`src/rtl/decode_pkg.sv`:
```
// rtl/decode_pkg.sv - MIPS-I opcode/funct constants, ALU codes and decode control bundle
package decode_pkg;

  localparam logic [5:0] OP_SPECIAL = 6'h00, OP_REGIMM = 6'h01, OP_J     = 6'h02, OP_JAL   = 6'h03,
                         OP_BEQ     = 6'h04, OP_BNE    = 6'h05, OP_BLEZ  = 6'h06, OP_BGTZ  = 6'h07,
                         OP_ADDI    = 6'h08, OP_ADDIU  = 6'h09, OP_SLTI  = 6'h0a, OP_SLTIU = 6'h0b,
                         OP_ANDI    = 6'h0c, OP_ORI    = 6'h0d, OP_XORI  = 6'h0e, OP_LUI   = 6'h0f,
                         OP_COP0    = 6'h10,
                         OP_LB      = 6'h20, OP_LH     = 6'h21, OP_LW    = 6'h23, OP_LBU   = 6'h24,
                         OP_LHU     = 6'h25, OP_SB     = 6'h28, OP_SH    = 6'h29, OP_SW    = 6'h2b;

  localparam logic [5:0] F_SLL  = 6'h00, F_SRL  = 6'h02, F_SRA     = 6'h03, F_SLLV  = 6'h04,
                         F_SRLV = 6'h06, F_SRAV = 6'h07, F_JR      = 6'h08, F_JALR  = 6'h09,
                         F_SYSCALL = 6'h0c, F_BREAK = 6'h0d,
                         F_MFHI = 6'h10, F_MTHI = 6'h11, F_MFLO    = 6'h12, F_MTLO  = 6'h13,
                         F_MULT = 6'h18, F_MULTU = 6'h19, F_DIV    = 6'h1a, F_DIVU  = 6'h1b,
                         F_ADD  = 6'h20, F_ADDU = 6'h21, F_SUB     = 6'h22, F_SUBU  = 6'h23,
                         F_AND  = 6'h24, F_OR   = 6'h25, F_XOR     = 6'h26, F_NOR   = 6'h27,
                         F_SLT  = 6'h2a, F_SLTU = 6'h2b, F_ERET    = 6'h18;

  localparam logic [4:0] RT_BLTZ = 5'h00, RT_BGEZ = 5'h01, RT_BLTZAL = 5'h10, RT_BGEZAL = 5'h11;
  localparam logic [4:0] RS_MFC0 = 5'h00, RS_MTC0 = 5'h04, RS_CO = 5'h10;

  localparam logic [4:0] ALU_NOP  = 5'd0,  ALU_ADD  = 5'd1,  ALU_ADDU  = 5'd2,  ALU_SUB  = 5'd3,
                         ALU_SUBU = 5'd4,  ALU_AND  = 5'd5,  ALU_OR    = 5'd6,  ALU_XOR  = 5'd7,
                         ALU_NOR  = 5'd8,  ALU_SLT  = 5'd9,  ALU_SLTU  = 5'd10, ALU_SLL  = 5'd11,
                         ALU_SRL  = 5'd12, ALU_SRA  = 5'd13, ALU_SLLV  = 5'd14, ALU_SRLV = 5'd15,
                         ALU_SRAV = 5'd16, ALU_LUI  = 5'd17, ALU_MULT  = 5'd18, ALU_MULTU = 5'd19,
                         ALU_DIV  = 5'd20, ALU_DIVU = 5'd21;

  typedef struct packed {
    logic [4:0] alucontrol;
    logic       alusrc;
    logic       regdst;
    logic       regwrite;
    logic       savepc;
    logic       memtoreg;
    logic       memwrite;
    logic       memread;
    logic       branch;
    logic       jump;
    logic       jr;
    logic       inst_err;
    logic       brk;
    logic       syscall;
    logic       eret;
    logic       mfc0;
    logic       mtc0;
    logic       hilo_we;
    logic       hilo_rd;
  } decode_ctrl_t;

  localparam decode_ctrl_t CTRL_NOP = '0;

  function automatic logic [4:0] funct_alu(input logic [5:0] funct);
    case (funct)
      F_ADD:   return ALU_ADD;
      F_ADDU:  return ALU_ADDU;
      F_SUB:   return ALU_SUB;
      F_SUBU:  return ALU_SUBU;
      F_AND:   return ALU_AND;
      F_OR:    return ALU_OR;
      F_XOR:   return ALU_XOR;
      F_NOR:   return ALU_NOR;
      F_SLT:   return ALU_SLT;
      F_SLTU:  return ALU_SLTU;
      F_SLL:   return ALU_SLL;
      F_SRL:   return ALU_SRL;
      F_SRA:   return ALU_SRA;
      F_SLLV:  return ALU_SLLV;
      F_SRLV:  return ALU_SRLV;
      F_SRAV:  return ALU_SRAV;
      F_MULT:  return ALU_MULT;
      F_MULTU: return ALU_MULTU;
      F_DIV:   return ALU_DIV;
      F_DIVU:  return ALU_DIVU;
      default: return ALU_NOP;
    endcase
  endfunction

  function automatic logic [4:0] imm_alu(input logic [5:0] op);
    case (op)
      OP_ADDI:  return ALU_ADD;
      OP_ADDIU: return ALU_ADDU;
      OP_SLTI:  return ALU_SLT;
      OP_SLTIU: return ALU_SLTU;
      OP_ANDI:  return ALU_AND;
      OP_ORI:   return ALU_OR;
      OP_XORI:  return ALU_XOR;
      OP_LUI:   return ALU_LUI;
      default:  return ALU_NOP;
    endcase
  endfunction

endpackage

```
`src/rtl/inst_decode_comb.sv`:
```
// rtl/inst_decode_comb.sv - combinational MIPS-I decoder; DECODE_HILO_EN enables HI/LO ops
module inst_decode_comb
  import decode_pkg::*;
(
  input  logic [31:0]  inst,
  output decode_ctrl_t ctrl
);

  logic [5:0] op, funct;
  logic [4:0] rs, rt;
  decode_ctrl_t c;
  logic err;
  logic unused_fields;

  assign op    = inst[31:26];
  assign rs    = inst[25:21];
  assign rt    = inst[20:16];
  assign funct = inst[5:0];
  assign unused_fields = &{1'b0, inst[15:6]};

  always_comb begin
    c   = CTRL_NOP;
    err = 1'b0;
    // the all-zero word is SLL $0,$0,0 but is treated as a true bubble
    if (inst != 32'h0) begin
      case (op)
        OP_SPECIAL: begin
          case (funct)
            F_ADD, F_ADDU, F_SUB, F_SUBU, F_AND, F_OR, F_XOR, F_NOR, F_SLT, F_SLTU,
            F_SLL, F_SRL, F_SRA, F_SLLV, F_SRLV, F_SRAV: begin
              c.alucontrol = funct_alu(funct);
              c.regwrite   = 1'b1;
              c.regdst     = 1'b1;
            end
            F_JR: c.jr = 1'b1;
            F_JALR: begin
              c.jr       = 1'b1;
              c.savepc   = 1'b1;
              c.regwrite = 1'b1;
              c.regdst   = 1'b1;
            end
            F_SYSCALL: c.syscall = 1'b1;
            F_BREAK:   c.brk     = 1'b1;
`ifdef DECODE_HILO_EN
            F_MULT, F_MULTU, F_DIV, F_DIVU: begin
              c.alucontrol = funct_alu(funct);
              c.hilo_we    = 1'b1;
            end
            F_MTHI, F_MTLO: c.hilo_we = 1'b1;
            F_MFHI, F_MFLO: begin
              c.hilo_rd  = 1'b1;
              c.regwrite = 1'b1;
              c.regdst   = 1'b1;
            end
`endif
            default: err = 1'b1;
          endcase
        end
        OP_REGIMM: begin
          case (rt)
            RT_BLTZ, RT_BGEZ: c.branch = 1'b1;
            RT_BLTZAL, RT_BGEZAL: begin
              c.branch   = 1'b1;
              c.savepc   = 1'b1;
              c.regwrite = 1'b1;
            end
            default: err = 1'b1;
          endcase
        end
        OP_J: c.jump = 1'b1;
        OP_JAL: begin
          c.jump     = 1'b1;
          c.savepc   = 1'b1;
          c.regwrite = 1'b1;
        end
        OP_BEQ, OP_BNE, OP_BLEZ, OP_BGTZ: c.branch = 1'b1;
        OP_ADDI, OP_ADDIU, OP_SLTI, OP_SLTIU, OP_ANDI, OP_ORI, OP_XORI, OP_LUI: begin
          c.alucontrol = imm_alu(op);
          c.alusrc     = 1'b1;
          c.regwrite   = 1'b1;
        end
        OP_LB, OP_LH, OP_LW, OP_LBU, OP_LHU: begin
          c.alucontrol = ALU_ADDU;
          c.alusrc     = 1'b1;
          c.regwrite   = 1'b1;
          c.memtoreg   = 1'b1;
          c.memread    = 1'b1;
        end
        OP_SB, OP_SH, OP_SW: begin
          c.alucontrol = ALU_ADDU;
          c.alusrc     = 1'b1;
          c.memwrite   = 1'b1;
        end
        OP_COP0: begin
          case (rs)
            RS_MFC0: begin
              c.mfc0     = 1'b1;
              c.regwrite = 1'b1;
            end
            RS_MTC0: c.mtc0 = 1'b1;
            RS_CO: begin
              if (funct == F_ERET) c.eret = 1'b1;
              else                 err    = 1'b1;
            end
            default: err = 1'b1;
          endcase
        end
        default: err = 1'b1;
      endcase
    end
    if (err) begin
      c          = CTRL_NOP;
      c.inst_err = 1'b1;
    end
  end

  assign ctrl = c;

endmodule

```
`src/rtl/decode_queue.sv`:
```
// rtl/decode_queue.sv - buffered decode stage: FIFO, registered decode output, delay-slot tag, flush
module decode_queue
  import decode_pkg::*;
#(
  parameter int DEPTH = 4,
  parameter int PC_W  = 32
) (
  input  logic                     clk,
  input  logic                     rst,
  input  logic                     flush,
  input  logic                     in_valid,
  output logic                     in_ready,
  input  logic [PC_W-1:0]          in_pc,
  input  logic [31:0]              in_inst,
  output logic                     out_valid,
  input  logic                     out_ready,
  output logic [PC_W-1:0]          out_pc,
  output logic [31:0]              out_inst,
  output decode_ctrl_t             out_ctrl,
  output logic                     out_delayslot,
  output logic [$clog2(DEPTH):0]   count
);

  localparam int AW = $clog2(DEPTH);
  localparam logic [AW:0] PTR_ONE = (AW+1)'(1);

  logic [AW:0]      wr_ptr, rd_ptr;
  logic [PC_W-1:0]  pc_mem   [DEPTH];
  logic [31:0]      inst_mem [DEPTH];
  logic             full, empty, push, load, ds_pending;
  logic [31:0]      head_inst;
  decode_ctrl_t     head_ctrl;

  assign full     = (wr_ptr[AW] != rd_ptr[AW]) && (wr_ptr[AW-1:0] == rd_ptr[AW-1:0]);
  assign empty    = (wr_ptr == rd_ptr);
  assign in_ready = !full;
  assign push     = in_valid && in_ready;
  assign load     = (!out_valid || out_ready) && !empty;
  assign count    = wr_ptr - rd_ptr;
  assign head_inst = inst_mem[rd_ptr[AW-1:0]];

  inst_decode_comb u_dec (
    .inst (head_inst),
    .ctrl (head_ctrl)
  );

  always_ff @(posedge clk) begin
    if (push && !flush) begin
      pc_mem[wr_ptr[AW-1:0]]   <= in_pc;
      inst_mem[wr_ptr[AW-1:0]] <= in_inst;
    end
  end

  always_ff @(posedge clk or posedge rst) begin
    if (rst) begin
      wr_ptr        <= '0;
      rd_ptr        <= '0;
      out_valid     <= 1'b0;
      out_pc        <= '0;
      out_inst      <= '0;
      out_ctrl      <= CTRL_NOP;
      out_delayslot <= 1'b0;
      ds_pending    <= 1'b0;
    end else if (flush) begin
      wr_ptr     <= '0;
      rd_ptr     <= '0;
      out_valid  <= 1'b0;
      ds_pending <= 1'b0;
    end else begin
      if (push) wr_ptr <= wr_ptr + PTR_ONE;
      if (load) begin
        rd_ptr        <= rd_ptr + PTR_ONE;
        out_valid     <= 1'b1;
        out_pc        <= pc_mem[rd_ptr[AW-1:0]];
        out_inst      <= head_inst;
        out_ctrl      <= head_ctrl;
        out_delayslot <= ds_pending;
        // a control transfer in a delay slot re-arms the tag for its own slot
        ds_pending    <= head_ctrl.branch | head_ctrl.jump | head_ctrl.jr;
      end else if (out_ready) begin
        out_valid <= 1'b0;
      end
    end
  end

endmodule

```
`config.mk`:
```
export PLATFORM = sky130hd
export DESIGN_NAME = decode_queue
export DESIGN_NICKNAME = d
export VERILOG_FILES = /design/src/rtl/decode_pkg.sv /design/src/rtl/inst_decode_comb.sv /design/src/rtl/decode_queue.sv
export SDC_FILE = /design/constraint.sdc
export NUM_CORES = 1
export LEC_CHECK = 0
export ABC_CLOCK_PERIOD_IN_PS = 4550
export CORE_AREA = 4 4 165 167
export DETAILED_ROUTE_END_ITERATION = 16
export DIE_AREA = 0 0 169 171
export PLACE_DENSITY_LB_ADDON = 0.25
export SLEW_MARGIN = 30
export SYNTH_ARGS = -nofsm -noshare
export SYNTH_HDL_FRONTEND = slang
export SYNTH_SLANG_ARGS = --single-unit
```
`constraint.sdc`:
```
create_clock -name clk -period 4.55 [get_ports clk]
set_input_delay 0.6825 -clock clk [delete_from_list [all_inputs] [get_ports clk]]
set_output_delay 0.6825 -clock clk [all_outputs]
set_load 0.1 [all_outputs]
```
==> results.md <==
- The net count of the finished layout is 1144.
- The count of cell types in the netlist is 74.
- In the layout the commonest cells are sky130_fd_sc_hd__edfxtp_1 (256), sky130_fd_sc_hd__nand2_1 (221), sky130_fd_sc_hd__clkdlybuf4s50_1 (156).
- The final period demand of the worst path is between 3 and 4 ns.
- The total area inside the core boundary comes to roughly 26000 sq um.
- The clock latency of the later-clocked register in the worst-skew pair is 0.51 ns.
- In this run, the number of DRC markers left after iteration 0 of detailed routing was just under 600.
- The number of DRC violations after detailed routing is 0.
- Yosys printed 0 warnings.
- The reported max-cap violation count is 0.
- The clock sink count is 349.
- The minimum setup slack in the final design is between 0.8 and 0.9 ns.
- Across the routed clock network, the largest skew measured is 0.0142 ns.
- The estimated wirelength of the detail-placed design is 18.7 mm.
- STA puts the critical path data required time at 3.87 ns.
- Power spread over the standard cell area amounts to 710 nW/um^2.
- The number of core rows is 59.
- The length in cells of the worst reg-to-reg path is 7.
- The I/O pin count is 162.
- Buffers inserted to repair hold after CTS numbered 0.
- The run finished with clean final reports.
- Headroom to the max-slew limit came out at 0.325.
- The pin count of the biggest net entering global routing is 65.
- The TritonCTS clock tree is built.
- The critical path in this run is classified as register to output pin.
- The number of iterations in the first detailed-routing pass is 4.
- The via count normalized by instance count is between 5 and 6.
- The nature of the critical path endpoint is an output pin.
- For this run, the total global-route usage over all layers was measured as 0.206.
- The number of antenna violations at the first check in global routing was 3.
- The worst setup timing slack at the placement stage is 1.07 ns.
- For this block, the routed nets add up to approximately 30 mm of wire.
- After synthesis the netlist holds a flip-flop and latch count of ~350.
- The layout cell share with drive strength beyond 1 is 0.156.
- The number of nets with antenna violations after routing is 0.
- Input and output buffers added on the ports amount to about 160.
- The startpoint kind of the worst setup timing path is a register.
- The synthesized netlist cell count is ~890.
- The proportion of synthesized chip area in sequential cells is 0.707.
- IR analysis of the VDD net gives a maximum drop of 0.497 mV.
- The netlist area before placement is 14200 sq um.
- The global placement routability congestion is 0.901.
- The root buffer cell chosen for the clock tree is sky130_fd_sc_hd__clkbuf_16.
- The overall die height is 171 microns.
- The setup violation total in the final timing report is 0.
- The synthesized design contains 256 enable-type register cells.
- The clock tree synthesis step divided the H-tree into 2 levels.
- The leakage power summed over all cells is 6.29 nW.
- The worst hold slack is 0.473 ns.
- In the finished design, the share of the clock period the worst path needs comes to 0.821.
- Counting flops with an async set or reset pin after synthesis yields a share of 0.266.
- Dividing the synthesized area by the synthesized cell count gives 15.9 sq um.
- The floorplan die width is between 150 and 200 microns.
- The class of the tightest hold or removal check is register to register.
- The longest clock path from root to sink contains 3 buffers.
- The sum of overflow across all layers after global routing is 0.
- The clock transition at the register clock pins on the worst setup and hold paths after CTS is 0.06 ns.
- The repair_antennas step left the layout with diodes totalling 0.
- The number of stages on the worst hold path is 2.
- Compared with the post-synthesis result, the final layout area differs by 21.5%.
- For this run, the share of the core covered by cells in the final layout is 0.669.
- The most common cell after layout, fill and taps aside is sky130_fd_sc_hd__edfxtp_1.
- The final setup TNS is 0 ns.
- In this run the post-CTS setup repair buffer count came out at 0.
- Static timing analysis puts the maximum clock frequency at 268 MHz.
- The number of global-route vias before repair is 8059.
- For the pin with the worst max-slew slack, the measured transition is 1.01 ns.
- The number of vias after detailed routing is 7903.
- The final hold violation count came to 0.
- Setup repair after global routing left no endpoint under its margin.
- The most instantiated flip-flop cell in the synthesis netlist is sky130_fd_sc_hd__edfxtp_1.
- In the final routed layout, each cell accounts on average for between 20 and 25 microns.
- The number of CTS-inserted buffers is 36.
- The maximum fanout along the worst path is 21.
- The die footprint is 28900 sq um.
- Summed over all instances, the cell type with the most area after synthesis is sky130_fd_sc_hd__edfxtp_1.
- The top-area cell type share of the netlist area is 0.542.
- The count of pins over their slew limit came to 0.
- The initial utilization of the core area, before any placement, comes to 0.550.
- The number of gates resized after CTS is 0.
- Yosys attributes the largest share of cell area to sky130_fd_sc_hd__edfxtp_1 (54%), sky130_fd_sc_hd__dfrtp_1 (16%), sky130_fd_sc_hd__mux4_2 (10%), sky130_fd_sc_hd__nand2_1 (5.9%), sky130_fd_sc_hd__ha_1 (1.7%).
- The critical path arrival is 3.05 ns.
- The first global-routing pass estimated 46.1 mm of wire.
[metrics by stage]
step / cells / cell area, sq um / total power, mW
finish: 1417 / 17200 / 12.2
floorplan: 894 / 14200 / 8.29
global route: 1417 / 17200 / 12.8
detailed placement: 1349 / 16000 / 9.53
CTS: 1414 / 17200 / 12.3
global placement: 1348 / 16000 / 9.50
[Yosys cell counts (2+ instances only)]
library cell / count
sky130_fd_sc_hd__clkbuf_1: 18
sky130_fd_sc_hd__dfrtp_1: 93
sky130_fd_sc_hd__xnor2_1: 2
sky130_fd_sc_hd__a21o_1: 2
sky130_fd_sc_hd__o31ai_4: 2
sky130_fd_sc_hd__o22a_1: 2
sky130_fd_sc_hd__o31ai_1: 2
sky130_fd_sc_hd__a211oi_1: 2
sky130_fd_sc_hd__and2_1: 4
sky130_fd_sc_hd__a31oi_1: 6
sky130_fd_sc_hd__mux2i_1: 5
sky130_fd_sc_hd__nor2b_1: 4
sky130_fd_sc_hd__o31ai_2: 8
sky130_fd_sc_hd__o211ai_1: 2
sky130_fd_sc_hd__nand2_1: 221
sky130_fd_sc_hd__or2_4: 2
sky130_fd_sc_hd__nor2_1: 21
sky130_fd_sc_hd__buf_4: 6
sky130_fd_sc_hd__o21ai_0: 16
sky130_fd_sc_hd__or2_2: 2
sky130_fd_sc_hd__a21oi_1: 9
sky130_fd_sc_hd__nor4_1: 3
sky130_fd_sc_hd__inv_1: 15
sky130_fd_sc_hd__nand3b_1: 7
sky130_fd_sc_hd__buf_2: 8
sky130_fd_sc_hd__o21a_1: 2
sky130_fd_sc_hd__buf_6: 7
sky130_fd_sc_hd__nand3_1: 12
sky130_fd_sc_hd__nand4_1: 2
sky130_fd_sc_hd__nor3_1: 6
sky130_fd_sc_hd__ha_1: 19
sky130_fd_sc_hd__edfxtp_1: 256
sky130_fd_sc_hd__mux4_2: 64
sky130_fd_sc_hd__buf_1: 10
sky130_fd_sc_hd__o21ai_1: 2
sky130_fd_sc_hd__xor2_1: 5
sky130_fd_sc_hd__and4b_1: 2
sky130_fd_sc_hd__a22oi_1: 2
sky130_fd_sc_hd__o22ai_1: 2
sky130_fd_sc_hd__nand2b_1: 5
sky130_fd_sc_hd__nor3b_1: 2
[worst paths after layout]
| check | from | slack [ns] | to |
|---|---|---|---|
| min reg2reg | ds_pending | 0.47 | out_delayslot |
| min in group asynchronous | rst | 0.65 | out_inst[20] |
| max reg2reg | rd_ptr[0] | 1.09 | out_ctrl[19] |
| min | ds_pending | 0.47 | out_delayslot |
| max in group asynchronous | rst | 3.18 | rd_ptr[0] |
| max | rd_ptr[0] | 0.82 | count[0] |
[power by group]
group,switching [mW],internal [mW]
registers,0.283,3.83
logic,3.90,1.43
clock network,1.15,1.63
[layout make-up]
cell class / count / area (sq um)
flip-flops and latches: 349 / 10000
multi-input cells: 480 / 3840
well taps: 335 / 419
inverters: 15 / 58.8
clock buffers: 49 / 980
clock inverters: 16 / 149
fillers: 1792 / 8540
repair buffers: 173 / 1760
[critical path: stages (launching register included)]
cell	delay, ns
sky130_fd_sc_hd__dfrtp_4	0.69
sky130_fd_sc_hd__buf_4	0.35
sky130_fd_sc_hd__ha_1	0.31
sky130_fd_sc_hd__inv_1	0.06
sky130_fd_sc_hd__clkdlybuf4s50_1	1.12
[registers in the layout, summed over array words and instances (netlist names)]
register / cells
out_ctrl: 20
ds_pending: 1
wr_ptr: 3
pc_mem: 128
inst_mem: 128
out_valid: 1
out_inst: 32
out_pc: 32
out_delayslot: 1
rd_ptr: 3
[metal layers]
layer	track usage	routed length (microns)
met5	0	41
met4	0.0476	495
met3	0.0441	1880
met2	0.333	14300
met1	0.295	12800
[kinds of logic (layout without fill, tap and decap cells)]
logic type | after synthesis | count (layout) | synth area share
flip-flops | 349 | 349 | 0.707
other | 1 | 2 | 0.000265
AO/OA/AOI/OAI | 75 | 75 | 0.0442
multiplexers | 70 | 70 | 0.106
buffers and inverters | 65 | 253 | 0.0244
adder cells (fa/ha/maj) | 20 | 20 | 0.0182
AND/OR/NAND/NOR | 306 | 306 | 0.0960
XOR/XNOR | 7 | 7 | 0.00433
(Power assumes the default switching activity.)
